$ cat src/rtl/r_serial_ctrl_pkg.sv
// Shared types and constants for the serial-R requester controller.
// Holds the fixed-point defaults, operand word indices and FSM state encoding.
package r_serial_ctrl_pkg;

    localparam int FXP_N         = 16;
    localparam int FXP_FRAC      = 8;
    localparam int R_TIMEOUT_DEF = 8;

    // Operand word slots held by the buffer and the rs_* operand register bank.
    localparam int NWORDS = 9;
    localparam int W_Z00  = 0;
    localparam int W_Z10  = 1;
    localparam int W_ZH00 = 2;
    localparam int W_ZH10 = 3;
    localparam int W_BETA = 4;
    localparam int W_S00  = 5;
    localparam int W_S01  = 6;
    localparam int W_S10  = 7;
    localparam int W_S11  = 8;

    typedef enum logic [1:0] {
        ST_IDLE,
        ST_LAUNCH,
        ST_WAIT,
        ST_HOLD
    } state_e;

    // Largest positive value of an n-bit two's-complement word.
    function automatic logic [63:0] fxp_max(input int unsigned n);
        return (64'd1 << (n - 1)) - 64'd1;
    endfunction

endpackage

$ cat src/rtl/r_serial_ctrl_if.sv
// Bundle of all handshake and data signals around r_serial_ctrl.
// master = the controller itself; slave = its environment (innovation stage, R block, gain stage).
interface r_serial_ctrl_if
    import r_serial_ctrl_pkg::*;
#(
    parameter int N = FXP_N
) ();

    logic                in_valid;
    logic                in_ready;
    logic signed [N-1:0] z00, z10, zhat00, zhat10;
    logic signed [N-1:0] beta, sigma2_00, sigma2_01, sigma2_10, sigma2_11;

    logic                rs_start;
    logic signed [N-1:0] rs_beta, rs_sigma2_00, rs_sigma2_01, rs_sigma2_10, rs_sigma2_11;
    logic signed [N-1:0] rs_z00, rs_z10, rs_zhat00, rs_zhat10;
    logic                rs_done;
    logic signed [N-1:0] rs_R11, rs_R22;

    logic                out_valid;
    logic                out_ready;
    logic signed [N-1:0] R11, R12, R21, R22;
    logic                err_timeout;

    modport master (
        input  in_valid, z00, z10, zhat00, zhat10,
               beta, sigma2_00, sigma2_01, sigma2_10, sigma2_11,
               rs_done, rs_R11, rs_R22, out_ready,
        output in_ready, rs_start,
               rs_beta, rs_sigma2_00, rs_sigma2_01, rs_sigma2_10, rs_sigma2_11,
               rs_z00, rs_z10, rs_zhat00, rs_zhat10,
               out_valid, R11, R12, R21, R22, err_timeout
    );

    modport slave (
        output in_valid, z00, z10, zhat00, zhat10,
               beta, sigma2_00, sigma2_01, sigma2_10, sigma2_11,
               rs_done, rs_R11, rs_R22, out_ready,
        input  in_ready, rs_start,
               rs_beta, rs_sigma2_00, rs_sigma2_01, rs_sigma2_10, rs_sigma2_11,
               rs_z00, rs_z10, rs_zhat00, rs_zhat10,
               out_valid, R11, R12, R21, R22, err_timeout
    );

endinterface

$ cat src/rtl/r_serial_ctrl_meas_skid_buf.sv
// One-entry holding buffer for a measurement pair plus its config words.
// Written on an accepted handshake while the controller is busy, drained from IDLE.
module meas_skid_buf
    import r_serial_ctrl_pkg::*;
#(
    parameter int N = FXP_N
) (
    input  logic                         clk,
    input  logic                         rst_n,
    input  logic                         wr_i,
    input  logic [NWORDS-1:0][N-1:0]     data_i,
    input  logic                         rd_i,
    output logic                         full_o,
    output logic [NWORDS-1:0][N-1:0]     data_o
);

    logic                     full_q;
    logic [NWORDS-1:0][N-1:0] data_q;

    // Write and drain never coincide: writes happen only outside IDLE, drains only in IDLE.
    always_ff @(posedge clk or negedge rst_n) begin
        if (!rst_n) begin
            full_q <= 1'b0;
            data_q <= '0;
        end else if (wr_i) begin
            full_q <= 1'b1;
            data_q <= data_i;
        end else if (rd_i) begin
            full_q <= 1'b0;
        end
    end

    assign full_o = full_q;
    assign data_o = data_q;

endmodule

$ cat src/rtl/r_serial_ctrl.sv
// Requester-side controller for the serial R block: launches one R computation per
// measurement, waits for done with a timeout, and holds the diagonal R for the gain stage.
module r_serial_ctrl
    import r_serial_ctrl_pkg::*;
#(
    parameter int N       = FXP_N,
    parameter int FRAC    = FXP_FRAC,
    parameter int TIMEOUT = R_TIMEOUT_DEF
) (
    input  logic           clk,
    input  logic           rst_n,
    r_serial_ctrl_if.master bus
);

    localparam int            CW    = $clog2(TIMEOUT + 1);
    localparam logic [N-1:0]  R_MAX = N'(fxp_max(N));

    if (TIMEOUT < 4 || FRAC < 0 || FRAC >= N) begin : g_bad_param
        $error("r_serial_ctrl: TIMEOUT must be >= 4 and FRAC within [0, N)");
    end

    state_e                   state_q, state_d;
    logic [CW-1:0]            cnt_q, cnt_d;
    logic [NWORDS-1:0][N-1:0] ops_q, ops_d;
    logic [NWORDS-1:0][N-1:0] in_words, buf_words;
    logic [N-1:0]             r11_q, r11_d, r22_q, r22_d;
    logic                     err_q, err_d;
    logic                     buf_full, buf_wr, buf_rd, in_hs;

    always_comb begin
        in_words         = '0;
        in_words[W_Z00]  = bus.z00;
        in_words[W_Z10]  = bus.z10;
        in_words[W_ZH00] = bus.zhat00;
        in_words[W_ZH10] = bus.zhat10;
        in_words[W_BETA] = bus.beta;
        in_words[W_S00]  = bus.sigma2_00;
        in_words[W_S01]  = bus.sigma2_01;
        in_words[W_S10]  = bus.sigma2_10;
        in_words[W_S11]  = bus.sigma2_11;
    end

    assign in_hs  = bus.in_valid && !buf_full;
    // In IDLE an accepted sample goes straight into the operand bank, so only busy states buffer.
    assign buf_wr = in_hs && (state_q != ST_IDLE);

    meas_skid_buf #(.N(N)) u_buf (
        .clk    (clk),
        .rst_n  (rst_n),
        .wr_i   (buf_wr),
        .data_i (in_words),
        .rd_i   (buf_rd),
        .full_o (buf_full),
        .data_o (buf_words)
    );

    always_comb begin
        state_d = state_q;
        cnt_d   = cnt_q;
        ops_d   = ops_q;
        r11_d   = r11_q;
        r22_d   = r22_q;
        err_d   = err_q;
        buf_rd  = 1'b0;
        case (state_q)
            ST_IDLE: begin
                if (buf_full) begin
                    ops_d   = buf_words;
                    buf_rd  = 1'b1;
                    state_d = ST_LAUNCH;
                end else if (in_hs) begin
                    ops_d   = in_words;
                    state_d = ST_LAUNCH;
                end
            end
            ST_LAUNCH: begin
                cnt_d   = '0;
                state_d = ST_WAIT;
            end
            ST_WAIT: begin
                // done takes priority over a timeout landing on the same cycle
                if (bus.rs_done) begin
                    r11_d   = bus.rs_R11;
                    r22_d   = bus.rs_R22;
                    state_d = ST_HOLD;
                end else if (cnt_q == CW'(TIMEOUT - 1)) begin
                    r11_d   = R_MAX;
                    r22_d   = R_MAX;
                    err_d   = 1'b1;
                    state_d = ST_HOLD;
                end else begin
                    cnt_d = cnt_q + CW'(1);
                end
            end
            ST_HOLD: begin
                if (bus.out_ready) state_d = ST_IDLE;
            end
            default: state_d = ST_IDLE;
        endcase
    end

    always_ff @(posedge clk or negedge rst_n) begin
        if (!rst_n) begin
            state_q <= ST_IDLE;
            cnt_q   <= '0;
            ops_q   <= '0;
            r11_q   <= '0;
            r22_q   <= '0;
            err_q   <= 1'b0;
        end else begin
            state_q <= state_d;
            cnt_q   <= cnt_d;
            ops_q   <= ops_d;
            r11_q   <= r11_d;
            r22_q   <= r22_d;
            err_q   <= err_d;
        end
    end

    assign bus.in_ready     = !buf_full;
    assign bus.rs_start     = (state_q == ST_LAUNCH);
    assign bus.rs_z00       = ops_q[W_Z00];
    assign bus.rs_z10       = ops_q[W_Z10];
    assign bus.rs_zhat00    = ops_q[W_ZH00];
    assign bus.rs_zhat10    = ops_q[W_ZH10];
    assign bus.rs_beta      = ops_q[W_BETA];
    assign bus.rs_sigma2_00 = ops_q[W_S00];
    assign bus.rs_sigma2_01 = ops_q[W_S01];
    assign bus.rs_sigma2_10 = ops_q[W_S10];
    assign bus.rs_sigma2_11 = ops_q[W_S11];

    assign bus.out_valid    = (state_q == ST_HOLD);
    assign bus.R11          = r11_q;
    assign bus.R12          = '0;
    assign bus.R21          = '0;
    assign bus.R22          = r22_q;
    assign bus.err_timeout  = err_q;

endmodule

$ cat src/flat_wrapper.sv
// flat-port wrapper written by rule: the top's interface ports become plain ports
module r_serial_ctrl_flat import r_serial_ctrl_pkg::*;
#(
    parameter int N       = FXP_N,
    parameter int FRAC    = FXP_FRAC,
    parameter int TIMEOUT = R_TIMEOUT_DEF
)
  (clk, rst_n, bus_in_valid, bus_z00, bus_z10, bus_zhat00, bus_zhat10, bus_beta, bus_sigma2_00, bus_sigma2_01, bus_sigma2_10, bus_sigma2_11, bus_rs_done, bus_rs_R11, bus_rs_R22, bus_out_ready, bus_in_ready, bus_rs_start, bus_rs_beta, bus_rs_sigma2_00, bus_rs_sigma2_01, bus_rs_sigma2_10, bus_rs_sigma2_11, bus_rs_z00, bus_rs_z10, bus_rs_zhat00, bus_rs_zhat10, bus_out_valid, bus_R11, bus_R12, bus_R21, bus_R22, bus_err_timeout);
  r_serial_ctrl_if #(.N(N)) bus_i ();
  input  logic clk;
  input  logic rst_n;
  input wire logic [$bits(bus_i.in_valid)-1:0] bus_in_valid;
  input wire logic [$bits(bus_i.z00)-1:0] bus_z00;
  input wire logic [$bits(bus_i.z10)-1:0] bus_z10;
  input wire logic [$bits(bus_i.zhat00)-1:0] bus_zhat00;
  input wire logic [$bits(bus_i.zhat10)-1:0] bus_zhat10;
  input wire logic [$bits(bus_i.beta)-1:0] bus_beta;
  input wire logic [$bits(bus_i.sigma2_00)-1:0] bus_sigma2_00;
  input wire logic [$bits(bus_i.sigma2_01)-1:0] bus_sigma2_01;
  input wire logic [$bits(bus_i.sigma2_10)-1:0] bus_sigma2_10;
  input wire logic [$bits(bus_i.sigma2_11)-1:0] bus_sigma2_11;
  input wire logic [$bits(bus_i.rs_done)-1:0] bus_rs_done;
  input wire logic [$bits(bus_i.rs_R11)-1:0] bus_rs_R11;
  input wire logic [$bits(bus_i.rs_R22)-1:0] bus_rs_R22;
  input wire logic [$bits(bus_i.out_ready)-1:0] bus_out_ready;
  output wire logic [$bits(bus_i.in_ready)-1:0] bus_in_ready;
  output wire logic [$bits(bus_i.rs_start)-1:0] bus_rs_start;
  output wire logic [$bits(bus_i.rs_beta)-1:0] bus_rs_beta;
  output wire logic [$bits(bus_i.rs_sigma2_00)-1:0] bus_rs_sigma2_00;
  output wire logic [$bits(bus_i.rs_sigma2_01)-1:0] bus_rs_sigma2_01;
  output wire logic [$bits(bus_i.rs_sigma2_10)-1:0] bus_rs_sigma2_10;
  output wire logic [$bits(bus_i.rs_sigma2_11)-1:0] bus_rs_sigma2_11;
  output wire logic [$bits(bus_i.rs_z00)-1:0] bus_rs_z00;
  output wire logic [$bits(bus_i.rs_z10)-1:0] bus_rs_z10;
  output wire logic [$bits(bus_i.rs_zhat00)-1:0] bus_rs_zhat00;
  output wire logic [$bits(bus_i.rs_zhat10)-1:0] bus_rs_zhat10;
  output wire logic [$bits(bus_i.out_valid)-1:0] bus_out_valid;
  output wire logic [$bits(bus_i.R11)-1:0] bus_R11;
  output wire logic [$bits(bus_i.R12)-1:0] bus_R12;
  output wire logic [$bits(bus_i.R21)-1:0] bus_R21;
  output wire logic [$bits(bus_i.R22)-1:0] bus_R22;
  output wire logic [$bits(bus_i.err_timeout)-1:0] bus_err_timeout;
  assign bus_i.in_valid = bus_in_valid;
  assign bus_i.z00 = bus_z00;
  assign bus_i.z10 = bus_z10;
  assign bus_i.zhat00 = bus_zhat00;
  assign bus_i.zhat10 = bus_zhat10;
  assign bus_i.beta = bus_beta;
  assign bus_i.sigma2_00 = bus_sigma2_00;
  assign bus_i.sigma2_01 = bus_sigma2_01;
  assign bus_i.sigma2_10 = bus_sigma2_10;
  assign bus_i.sigma2_11 = bus_sigma2_11;
  assign bus_i.rs_done = bus_rs_done;
  assign bus_i.rs_R11 = bus_rs_R11;
  assign bus_i.rs_R22 = bus_rs_R22;
  assign bus_i.out_ready = bus_out_ready;
  assign bus_in_ready = bus_i.in_ready;
  assign bus_rs_start = bus_i.rs_start;
  assign bus_rs_beta = bus_i.rs_beta;
  assign bus_rs_sigma2_00 = bus_i.rs_sigma2_00;
  assign bus_rs_sigma2_01 = bus_i.rs_sigma2_01;
  assign bus_rs_sigma2_10 = bus_i.rs_sigma2_10;
  assign bus_rs_sigma2_11 = bus_i.rs_sigma2_11;
  assign bus_rs_z00 = bus_i.rs_z00;
  assign bus_rs_z10 = bus_i.rs_z10;
  assign bus_rs_zhat00 = bus_i.rs_zhat00;
  assign bus_rs_zhat10 = bus_i.rs_zhat10;
  assign bus_out_valid = bus_i.out_valid;
  assign bus_R11 = bus_i.R11;
  assign bus_R12 = bus_i.R12;
  assign bus_R21 = bus_i.R21;
  assign bus_R22 = bus_i.R22;
  assign bus_err_timeout = bus_i.err_timeout;
  r_serial_ctrl #(.N(N), .FRAC(FRAC), .TIMEOUT(TIMEOUT)) u_core (.clk(clk), .rst_n(rst_n), .bus(bus_i));
endmodule
$ cat config.mk
export PLATFORM = sky130hd
export DESIGN_NAME = r_serial_ctrl_flat
export DESIGN_NICKNAME = d
export VERILOG_FILES = /design/src/rtl/r_serial_ctrl_pkg.sv /design/src/rtl/r_serial_ctrl_if.sv /design/src/rtl/r_serial_ctrl_meas_skid_buf.sv /design/src/rtl/r_serial_ctrl.sv /design/src/flat_wrapper.sv
export SDC_FILE = /design/constraint.sdc
export NUM_CORES = 1
export LEC_CHECK = 0
export CORE_MARGIN = 4
export CORE_UTILIZATION = 44
export DETAILED_ROUTE_END_ITERATION = 16
export PLACE_DENSITY = 0.85
export SLEW_MARGIN = 25
export SYNTH_ARGS = -nofsm -noshare
export SYNTH_HDL_FRONTEND = slang
export SYNTH_SLANG_ARGS = --single-unit
$ cat constraint.sdc
create_clock -name clk -period 1.86 [get_ports clk]
set_input_delay 0.186 -clock clk [delete_from_list [all_inputs] [get_ports clk]]
set_output_delay 0.186 -clock clk [all_outputs]
set_load 0.005 [all_outputs]
# After elaboration in Yosys (flattened, before gate mapping)
# Cells that the tools add are included.
[classes]
eq_ne = 9
mux = 18
add_sub_neg = 1
bitwise_logic = 1
n_reduce_logical = 14
[ops]
columns = ["operator", "count"]
rows = [
  ["2-to-1 mux 144 bit", 2],
  ["2-to-1 mux 16 bit", 3],
  ["2-to-1 mux 2 bit", 5],
  ["nonzero test 2 bit", 5],
  ["AND reduction 3 bit", 3],
  ["2-to-1 mux 4 bit", 2],
  ["one-hot mux 2 bit (4 select lines)", 1],
  ["one-hot mux 4 bit (2 select lines)", 1],
  ["inequality test 2 bit (second input constant)", 3],
  ["inequality test 3 x 2 -> 1 bit (second input constant)", 2],
  ["adder 4 x 1 -> 4 bit (second input constant)", 1],
  ["== test 2 bit (second input constant)", 2],
  ["== test 4 x 3 -> 1 bit (second input constant)", 1],
  ["2-to-1 mux 1 bit", 4],
  ["AND reduction 2 bit", 2],
  ["== test 2 x 1 -> 1 bit (second input constant)", 1],
  ["logical AND 1 bit", 2],
  ["zero test 2 bit", 1],
  ["zero test 1 bit", 1],
  ["inverter 1 bit", 1],
]
[totals]
in_bits = 181
wordCells = 67
ff_bits = 328

# Depth between registers and ports, before layout
# Gate-level depths: netlist (run 1).
[logic_depth]
word_depth = 5
depth_mapped = 8

# Hierarchy
# Synthesis (run 1) repeated with hierarchy kept, for this count alone.
[hier_totals]
hier_cells = 1081
area_unflattened_um2 = 14046.0
[modules_own_cells]
columns = ["mod", "seq_area_each_um2", "area_per_inst_um2", "instances", "cells_each"]
rows = [
  ["r_serial_ctrl", 4579.4, 8476.9, 1, 774],
  ["meas_skid_buf", 3628.5, 5569.1, 1, 307],
]

# Worst setup path after synthesis (run 1)
# OpenSTA, ideal clock, no wires.
[synth_path]
path_kind = "register to register"
from = "register u_core.state_q[0]"
to = "register u_core.u_buf.data_q, in the netlist u_core.u_buf.data_o[100]"
setup_slack_ps = 95
n_path_buf = 3
synth_period_minus_slack_ps = 1765
stages_incl_launch_ff = 8
arrival_time_ps = 1640
required_ps = 1735
cell_sequence = "dfrtp_1 -> inv_1 -> ha_1 -> nor3b_2 -> buf_6 -> buf_12 -> buf_12 -> mux2_4"
[synth_between]
elab_chain_cells = 2
[synth_lines]
columns = ["item", "line", "text"]
rows = [
  ["start: declaration", "r_serial_ctrl.sv:22", "state_e state_q, state_d;"],
  ["start signal: assignment", "r_serial_ctrl.sv:111", "state_q <= state_d;"],
  ["nonzero test 2 bit", "r_serial_ctrl.sv:45", "assign buf_wr = in_hs && (state_q != ST_IDLE);"],
  ["logical AND 1 bit", "r_serial_ctrl.sv:45", ""],
  ["end signal: assignment", "r_serial_ctrl_meas_skid_buf.sv:27", "data_q <= data_i;"],
  ["end: declaration", "r_serial_ctrl_meas_skid_buf.sv:18", "logic [NWORDS-1:0][N-1:0] data_q;"],
]
# Every way passes these cells.
# A chain may end at the register's enable or synchronous reset.

# Final worst setup path (run 1)
[layout_path]
from = "register u_core.state_q[1]"
to = "register u_core.u_buf.data_q, in the netlist u_core.u_buf.data_o[94]"
# Same word-level chain as after synthesis.

==> summary.md, run 1 <==
| Metric | Value |
|---|---|
| Post-synth EDFFs | 0 |
| Routed Wire Length | 36800 µm |
| Largest net degree at the start of global routing | 72 |
| First-pass GRT wire length | 58200 µm |
| Crit path cell chain | inv_2, ha_4, nor3b_4, buf_4, buf_12, clkbuf_16, mux2_4 |
| GR Overflow Total | 0 |
| Vias | 9820 |
| Synth Flop Type | dfrtp_1 |
| I/O pin cnt | 393 |
| Die Area | 35100 µm² |
| Final setup vio count | 0 |
| FF/Latch Area | 8210 µm² |
| Share of cells above drive strength 1 | 18.6% |
| GRT Resource Usage Total | 20.1% |
| Peak supply drop | 1.12 mV |
| Synth async-reset ratio | 100% |
| Max_cap viols | 0 |
| Sequential element share of the synthesized area | 58.0% |
| Area after DPL | 18200 µm² |
| Starting Density | 44.7% |
| Layout Nets | 1671 |
| Syn. warnings | 0 |
| Antenna violations before repair | 1 |
| Die X | 187 µm |
| Clk root buf | clkbuf_16 |
| Post-layout instance area | 19700 µm² |
| Final setup TNS | 0 ns |
| RSZ-0062 raised after global routing | true |
| Critical path peak fanout | 9 |
| CTS tree | done |
| Fill cells | 2307 |
| Multi-input logic area | 5300 µm² |
| Status | finished clean |
| Met3 wire length | 2880 µm |
| Pwr per Cell Area | 1770 nW/µm² |
| TritonCTS Sinks | 328 |
| # diodes | 0 |
| DR iter-0 viols | 487 |
| Startpoint Class | register |
| Highest metal used | met5 |
| Netlist cell types | 34 |
| Port Buffers | 360 |
| Register bit total from synthesis | 328 |
| Leak | 9.00 nW |
| Placer Congestion | 0.819 |
| Die H | 187 µm |
| Detailed-route wire length per cell | 19.3 µm |
| Drt pass-1 iters | 4 |
| Worst Path Required | 2.25 ns |
| Syn Area/Cell | 13.0 µm² |
| Synth-to-layout area growth | 39.2% |
| Fin. Hold Viols | 0 |
| Syn Std Cell Area | 14100 µm² |
| Max Slew Vio Count | 0 |
| Min cycle time layout | 1.82 ns |
| Crit-path slowest cell | dfrtp_1 |
| FP Rows | 65 |
| Vias in the first global route | 10900 |
| Clock Latency Late Sink | 0.50 ns |
| CP Capture Type | register |
| Fmax | 0.549 GHz |
| WL met1 | 15000 µm |
| Detailed placement HPWL | 25900 µm |
| Crit Path Class | reg -> reg |
| Finished Core Util | 62.3% |
| Cells after Synth | 1086 |
| CP max stage delay | 0.38 ns |
| Critical path arrival | 2.21 ns |
| Worst-path clk slew | 0.06 ns |
| Via density | 5.14 |
| DRT antenna net count | 0 |
| Total CTS buffers | 36 |
| Clk_skew | 0.0131 ns |
| Core Region | 31600 µm² |
| Tcrit/Tclk final | 98.0% |
| Met2 wire len | 17800 µm |
| Clock Path Buffers | 3 |
| Hold Crit Class | in -> async |
| DRC viols | 0 |
| H-tree depth | 2 |
cell usage after synthesis (all sizes together), types with 2 or more instances:
cell type / instances / share of area [%]
dfrtp: 328 / 58
nand2: 149 / 4.0
o21ai: 146 / 5.2
mux2: 145 / 13
mux2i: 144 / 10
buf: 86 / 5.0
o22a: 30 / 1.9
clkbuf: 17 / 0.45
nand3: 7 / 0.25
ha: 6 / 0.53
nor2: 4 / 0.11
a21oi: 3 / 0.11
inv: 3 / 0.080
a32o: 2 / 0.14
nand4b: 2 / 0.12
nor2b: 2 / 0.088
metrics by stage:
step	total power, mW	hold slack [ns]	setup WS [ns]	std cells
final	34.8	0.218	0.0377	1911
after CTS	34.7	0.222	0.0122	1900
after global placement	26.5	0.159	0.0147	1836
after detailed placement	27.2	0.157	0.00501	1836
after floorplan	20.6	-0.110	0.0953	1117
after global routing	37.0	0.244	0.00118	1911
what timing repair did:
action	in CTS	in global routing
endpoints found under the setup margin	3	126
hold buffers	1	0
pin swaps	0	1
hold endpoints to repair	41	0
setup buffers	0	8
gates cloned	0	3
gates resized for setup	6	30
layout by cell type, fill, tap and decap left out, drive strengths merged, types with 2 or more instances in the layout:
master	count
clkdlybuf4s50	356
mux2i	144
nor2b	2
nand4b	2
clkinv	7
clkinvlp	2
dlygate4sd2	3
bufinv	4
nand2	149
o22a	30
a21oi	3
dfrtp	328
nor2	4
a32o	2
buf	70
nand3	7
mux2	145
ha	6
clkbuf	52
o21ai	146
inv	3
conb	32
logic make-up after synthesis:
logic type / Yosys count / share of synthesized area (%)
multiplexers: 289 / 23.3
other: 1 / 0.0265
buffers and inverters: 106 / 5.53
adder cells (fa/ha/maj): 6 / 0.531
flip-flops: 328 / 58.0
AND/OR/NAND/NOR: 168 / 4.77
AO/OA/AOI/OAI: 188 / 7.80
final cells by class:
type	count	area share, %
Sequential cell	328	41.7
Inverter	3	0.0572
Multi-Input combinational cell	683	26.9
Tap cell	402	2.55
Timing Repair Buffer	432	22.7
Clock buffer	50	5.20
Clock inverter	13	0.883
final timing paths:
path | startpoint | end | slack (ns) | cells after the start
max | u_core.state_q[1] | u_core.u_buf.data_o[94] | 0.04 | 7
max reg2reg | u_core.state_q[1] | u_core.u_buf.data_o[94] | 0.04 | 7
min in group clk | bus_rs_R22[14] | u_core.bus.R22[14] | 0.30 | 2
min reg2reg | u_core.bus.rs_beta[6] | u_core.bus.rs_beta[6] | 0.48 | 2
max in group asynchronous | rst_n | u_core.u_buf.data_o[31] | 0.90 | 3
min | rst_n | u_core.bus.rs_z00[9] | 0.22 | 2
registers in the layout, indices dropped and copies added (netlist names):
name                     flops
u_core.bus.R11              16
u_core.bus.R22              16
u_core.bus.err_timeout       1
u_core.bus.rs_beta          16
u_core.bus.rs_sigma2_00     16
u_core.bus.rs_sigma2_01     16
u_core.bus.rs_sigma2_10     16
u_core.bus.rs_sigma2_11     16
u_core.bus.rs_z00           16
u_core.bus.rs_z10           16
u_core.bus.rs_zhat00        16
u_core.bus.rs_zhat10        16
u_core.cnt_q                 4
u_core.state_q               2
u_core.u_buf.data_o        144
u_core.u_buf.full_o          1
report_power, final:
| group | internal, mW | switching (mW) |
|---|---|---|
| Combinational | 8.74 | 6.05 |
| Clock | 4.41 | 2.82 |
| Sequential | 10.7 | 2.11 |
metal layers:
metal | vias to the layer above | GRT usage [%]
met1 | 4862 | 24.5
met4 | 2 | 6.48
met5 | - | 0
met2 | 350 | 34.1
li1 | 4520 | -
met3 | 86 | 6.42
worst max-delay path, delay by kind of cell, from the launching register on:
family,cells,cell delay (ns)
multiplexers,1,0.31
AND/OR/NAND/NOR,1,0.26
flip-flops,1,0.38
adder cells (fa/ha/maj),1,0.16
buffers and inverters,4,0.58
(Power assumes the default switching activity.)
==> run 2, diff against run 1 <==
--- a/config.mk
+++ b/config.mk
@@ -8,6 +8,7 @@
 export CORE_MARGIN = 4
 export CORE_UTILIZATION = 44
 export DETAILED_ROUTE_END_ITERATION = 16
+export HOLD_SLACK_MARGIN = 0.06
 export PLACE_DENSITY = 0.85
 export SLEW_MARGIN = 25
 export SYNTH_ARGS = -nofsm -noshare
==> results of run 2 <==
Final layout, timing and power as in run 1 (identical DEF).
